<file path="config.mk">
export PLATFORM = sky130hd
export DESIGN_NAME = fetch_unit
export DESIGN_NICKNAME = d
export VERILOG_FILES = /design/src/rtl/fetch_pkg.sv /design/src/rtl/fetch_pc_next.sv /design/src/rtl/fetch_unit.sv
export SDC_FILE = /design/constraint.sdc
export NUM_CORES = 1
export LEC_CHECK = 0
export BUFFER_PORTS_ARGS = -buffer_cell sky130_fd_sc_hd__buf_2
export CAP_MARGIN = 10
export CORE_MARGIN = 2
export CORE_UTILIZATION = 35
export CTS_CLUSTER_DIAMETER = 60
export DETAILED_ROUTE_END_ITERATION = 8
export GPL_TIMING_DRIVEN = 1
export HOLD_SLACK_MARGIN = 0.02
export PLACE_DENSITY = 0.62
export SLEW_MARGIN = 20
export SYNTH_ARGS = -nofsm -noshare
export SYNTH_HDL_FRONTEND = slang
export SYNTH_SLANG_ARGS = --single-unit
</file>
<file path="constraint.sdc">
create_clock -name clk -period 1.84 [get_ports clk]
set_clock_uncertainty 0.1 [all_clocks]
set_input_delay 0.092 -clock clk [delete_from_list [all_inputs] [get_ports clk]]
set_output_delay 0.092 -clock clk [all_outputs]
set_load 0.005 [all_outputs]
</file>
<file path="src/rtl/fetch_pkg.sv">
// Shared definitions for the instruction-fetch stage.
// Optional build macro used by the fetch files: FETCH_MISALIGN_TRAP_EN.
package fetch_pkg;

   typedef enum logic {
      RUN   = 1'b0,
      FAULT = 1'b1
   } fetch_state_t;

   localparam logic [31:0] NOP_INST         = 32'h0000_0013;  // addi x0,x0,0
   localparam logic [31:0] DEFAULT_RESET_PC = 32'h0000_0000;
   localparam logic [31:0] PC_STEP          = 32'd4;
   localparam logic [31:0] PC_ALIGN_MASK    = 32'h0000_0003;

endpackage

</file>
<file path="src/rtl/fetch_pc_next.sv">
// Combinational next-PC select: redirect, sequential increment or hold.
// With FETCH_MISALIGN_TRAP_EN a misaligned redirect target is kept unmasked
// and flagged so the fetch FSM can report it; otherwise the low bits are cleared.
module fetch_pc_next
   import fetch_pkg::*;
(
   input  logic [31:0] pc,
   input  logic        redirect_valid,
   input  logic [31:0] redirect_pc,
   input  logic        advance,
   output logic [31:0] pc_next,
   output logic        misaligned
);

   // Select the program counter for the next cycle; wrap of pc+4 is intentional.
   always_comb begin
      pc_next    = pc;
      misaligned = 1'b0;
      if (redirect_valid) begin
`ifdef FETCH_MISALIGN_TRAP_EN
         misaligned = ((redirect_pc & PC_ALIGN_MASK) != 32'd0);
         pc_next    = redirect_pc;
`else
         pc_next    = redirect_pc & ~PC_ALIGN_MASK;
`endif
      end else if (advance) begin
         pc_next = pc + PC_STEP;
      end
   end

endmodule

</file>
<file path="src/rtl/fetch_unit.sv">
// Instruction-fetch stage: owns the PC, addresses the combinational ROM and
// holds the fetched word in an IF/ID register behind a valid/ready handshake.
// Build macro FETCH_MISALIGN_TRAP_EN enables the misaligned-redirect fault path;
// without it the FAULT state is never entered and out_fault stays 0.
module fetch_unit
   import fetch_pkg::*;
#(
   parameter logic [31:0] RESET_PC = DEFAULT_RESET_PC,
   parameter logic [31:0] NOP_WORD = NOP_INST
) (
   input  logic        clk,
   input  logic        rst,
   output logic [31:0] imem_addr,
   input  logic [31:0] imem_data,
   input  logic        redirect_valid,
   input  logic [31:0] redirect_pc,
   output logic        out_valid,
   input  logic        out_ready,
   output logic [31:0] out_pc,
   output logic [31:0] out_inst,
   output logic        out_fault
);

   fetch_state_t state, state_next;
   logic [31:0]  pc, pc_next;
   logic         misaligned;
   logic         load;
   logic         fault_load;
   logic         drain;
   logic         fault_sent;

   // The ROM sees the PC register directly; no extra pipeline stage.
   assign imem_addr = pc;

   fetch_pc_next u_pc_next (
      .pc             (pc),
      .redirect_valid (redirect_valid),
      .redirect_pc    (redirect_pc),
      .advance        (load),
      .pc_next        (pc_next),
      .misaligned     (misaligned)
   );

   // Next-state and register-update decisions; redirect beats load beats hold.
   always_comb begin
      state_next = state;
      load       = 1'b0;
      fault_load = 1'b0;
      drain      = 1'b0;
      if (redirect_valid) begin
         state_next = misaligned ? FAULT : RUN;
      end else begin
         unique case (state)
            RUN: begin
               load = !out_valid || out_ready;
            end
            FAULT: begin
               // One fault entry is reported, then the stage idles until redirected.
               fault_load = !fault_sent && (!out_valid || out_ready);
               drain      = out_valid && out_ready && !fault_load;
            end
            default: begin
               state_next = RUN;
            end
         endcase
      end
   end

   // State, PC and IF/ID output register; a redirect flushes any wrong-path entry.
   always_ff @(posedge clk) begin
      if (rst) begin
         state      <= RUN;
         pc         <= RESET_PC;
         out_valid  <= 1'b0;
         out_pc     <= 32'd0;
         out_inst   <= NOP_WORD;
         out_fault  <= 1'b0;
         fault_sent <= 1'b0;
      end else begin
         state <= state_next;
         pc    <= pc_next;
         if (redirect_valid) begin
            out_valid  <= 1'b0;
            out_inst   <= NOP_WORD;
            out_fault  <= 1'b0;
            fault_sent <= 1'b0;
         end else if (load) begin
            out_valid <= 1'b1;
            out_pc    <= pc;
            out_inst  <= imem_data;
            out_fault <= 1'b0;
         end else if (fault_load) begin
            out_valid  <= 1'b1;
            out_pc     <= pc;
            out_inst   <= NOP_WORD;
            out_fault  <= 1'b1;
            fault_sent <= 1'b1;
         end else if (drain) begin
            out_valid <= 1'b0;
         end
      end
   end

endmodule

</file>
==> metrics <==
via count of the first global-routing pass=4456; final instance count without filler cells=856; Final WS setup=-58.4 ps; per-cell routed wire length=16.0 um; total leakage power=2.87 nW; DRT iter0 DRCs=267; top cells by area in the synthesized netlist=sky130_fd_sc_hd__dfxtp_1 (47%), sky130_fd_sc_hd__o221a_2 (8.2%), sky130_fd_sc_hd__nand2_1 (7.7%); end of the worst register-to-register path=imem_addr[19]; power per unit of standard cell area=735 nW/um2; antenna violations before repair=1; number of endpoints failing setup at the final stage=3; clock tree from TritonCTS=done; Worst Hold Launch=redirect_pc[29]; count of cells along the worst hold path=4; most frequent standard cell in the layout excluding fill and tap cells=sky130_fd_sc_hd__buf_2; category of the most critical setup path=register to register; min-delay worst type=input port to register; layout overhead on the synthesized area=61.2%; count of nets left with antenna violations after detail routing=0; post-synthesis instance total=450; DP Wirelength=9310 um; FMAX=0.527 GHz; number of buffers added by the clock tree synthesis step=9; routed vias=4446; placer's final routability congestion estimate=0.791; worst voltage drop across the vdd grid=0.390 mV; violations in the final reports=setup timing; Synthesis Warnings=0; count of flip-flops with a built-in enable after synthesis=0; WHS Endpoint=imem_addr[29]; prevailing post-synth register cell=sky130_fd_sc_hd__dfxtp_1; Synth Area per Inst=8.86 um2; DRC Markers=0; drt pass-1 iters=5; clock-pin slew reported for the worst setup and hold paths after clock tree synthesis=70 ps; portion of the post-synthesis area used by sequential elements=46.7%; run status=finished with violations; Die W=111 um; setup TNS=-159 ps; Fin. Hold Viols=0; largest net degree at the start of global routing=46; Seq cells post-synth=93; share of Yosys cell area claimed by the top area cell type=46.7%; TritonCTS sink count=93; worst slack at placement=-172 ps; setup repair after global routing missed its margin=true; cell type with the highest aggregate area in the netlist=sky130_fd_sc_hd__dfxtp_1; Worst Path Arrival=2050 ps; number of library cell types mapped by synthesis=49; largest buffer count on any clock path=2; count of cells along the worst register-to-register path=4; full die area=12300 um2; first-pass GRT wire length=22200 um; Period Utilization, post-route=103%; placed cells=769; Clk Tree Root Cell=sky130_fd_sc_hd__clkbuf_16; Die Y=111 um; maximum single-stage delay on the critical path=550 ps; Max Cap Viol=0; Critical Path Sink Type=register; total detailed-routing wirelength=13700 um; list of cells traversed by the critical path=nor2b_4 -> or4_4 -> or4_4 -> a311oi_2; worst reg2reg setup slack=-60 ps; final max-slew violation count=0; net count reported at finish=779; transition time at the pin with the least slew margin=623 ps; most frequent cells in the layout=sky130_fd_sc_hd__buf_2 (158), sky130_fd_sc_hd__nand2_1 (81), sky130_fd_sc_hd__dfxtp_1 (80); most frequent cell on the critical path=sky130_fd_sc_hd__or4_4; Worst-Skew Late Latency=340 ps; launch instance of the worst register-to-register path=out_valid; final hold slack=38.9 ps; starting utilization of the core area=36.3%; number of buffers added on ports=158; crit path launch type=register; sum of overflow across all layers after global routing=0; vias per cell=5.19; number of levels in the clock H-tree=3; worst rel slew slack=58.3%; critical path required time=1990 ps; cell area after synthesis=3990 um2; all-layer global routing usage=21.9%; area of the placeable core=11000 um2; largest fanout of any net on the critical path=5; fraction of registers with async set/reset=0%; placement row count=38; library cell contributing the largest single delay on the critical path=sky130_fd_sc_hd__or4_4; Filler cells=973; Tmin final=1900 ps; layout cell share with drive strength beyond 1=44.9%; I/O Pins=166
-- timing repair --
action / CTS / global route
pin swaps: 9 / 13
cloned: 1 / 0
hold buffers: 60 / 0
setup endpoints to repair: 22 / 19
gates resized for setup: 11 / 35
buffers inserted: 2 / 7
endpoints found under the hold margin: 60 / 0
-- Yosys cell counts, types with 4 or more instances --
| cell type | count |
|---|---|
| sky130_fd_sc_hd__inv_1 | 7 |
| sky130_fd_sc_hd__a311oi_1 | 10 |
| sky130_fd_sc_hd__buf_1 | 5 |
| sky130_fd_sc_hd__or4_1 | 5 |
| sky130_fd_sc_hd__xor2_1 | 4 |
| sky130_fd_sc_hd__nor2_1 | 25 |
| sky130_fd_sc_hd__a2111oi_0 | 6 |
| sky130_fd_sc_hd__o221a_2 | 29 |
| sky130_fd_sc_hd__or3_1 | 5 |
| sky130_fd_sc_hd__nand4_1 | 10 |
| sky130_fd_sc_hd__clkbuf_1 | 29 |
| sky130_fd_sc_hd__nand3_1 | 8 |
| sky130_fd_sc_hd__nor2b_1 | 4 |
| sky130_fd_sc_hd__dfxtp_1 | 93 |
| sky130_fd_sc_hd__xnor2_1 | 6 |
| sky130_fd_sc_hd__a21oi_1 | 36 |
| sky130_fd_sc_hd__and3_1 | 4 |
| sky130_fd_sc_hd__buf_4 | 5 |
| sky130_fd_sc_hd__nor3_1 | 12 |
| sky130_fd_sc_hd__nor4_1 | 5 |
| sky130_fd_sc_hd__and4_1 | 6 |
| sky130_fd_sc_hd__nand2_1 | 82 |
| sky130_fd_sc_hd__a211oi_1 | 10 |
| sky130_fd_sc_hd__o31ai_1 | 4 |
-- metrics by stage --
stage	cell area [um2]	power, mW	util [%]
after floorplan	4030	2.51	-
after global placement	5280	2.82	48.1
after detailed placement	5280	2.84	48.1
after CTS	6210	4.72	56.5
after global routing	6420	4.93	58.5
final	6420	4.72	58.5
-- where the power goes --
part | total, mW | switching, mW | internal (mW)
combinational | 0.746 | 0.359 | 0.388
clock | 1.78 | 0.818 | 0.963
sequential | 2.20 | 0.0785 | 2.12
-- worst max path at each step --
| stage | from | to | slack (ps) |
|---|---|---|---|
| final | out_valid | imem_addr[19] | -60 |
| after global routing | out_valid | imem_addr[17] | -110 |
| after CTS | out_valid | imem_addr[21] | -60 |
| after detailed placement | out_valid | out_pc[22] | -170 |
| after global placement | out_valid | out_pc[22] | -90 |
| after floorplan | out_valid | imem_addr[21] | -110 |
-- routing by layer --
metal / vias up / GRT usage (%) / routed length, um
li1: 2165 / - / -
met1: 2118 / 27.4 / 6060
met2: 136 / 37.3 / 6780
met3: 27 / 3.72 / 532
met4: 0 / 9.58 / 350
met5: - / 0 / 0
-- registers in the layout (all words and copies together), names as in the netlist --
signal     count
out_inst      32
imem_addr     30
out_pc        30
out_valid      1
-- final cells by class --
| cell class | instances | area, um2 | share of cell area (%) |
|---|---|---|---|
| clock buffers | 10 | 239 | 3.72 |
| multi-input cells | 313 | 2120 | 33.1 |
| repair buffers | 285 | 1920 | 29.9 |
| inverters | 8 | 30.0 | 0.468 |
| well taps | 140 | 175 | 2.73 |
| flip-flops and latches | 93 | 1880 | 29.3 |
| diodes | 1 | 2.50 | 0.0390 |
| clock inverters | 6 | 46.3 | 0.721 |
-- cell families (layout without fill, tap and decap cells) --
group,count (synthesis),count (layout),synth area share [%]
buf+inv,49,309,5.15
xor+xnor,10,10,2.20
compound gates,113,113,22.5
other cells,1,6,0.0941
fa+ha+maj,1,1,0.314
simple gates,183,184,23.0
flops,93,93,46.7
-- critical path, delay by kind of cell (launching register included) --
kind | cells | cell delay (ps)
flops | 1 | 330
simple gates | 3 | 1120
compound gates | 1 | 270
No activity file was read; power rests on OpenSTA's default activity.
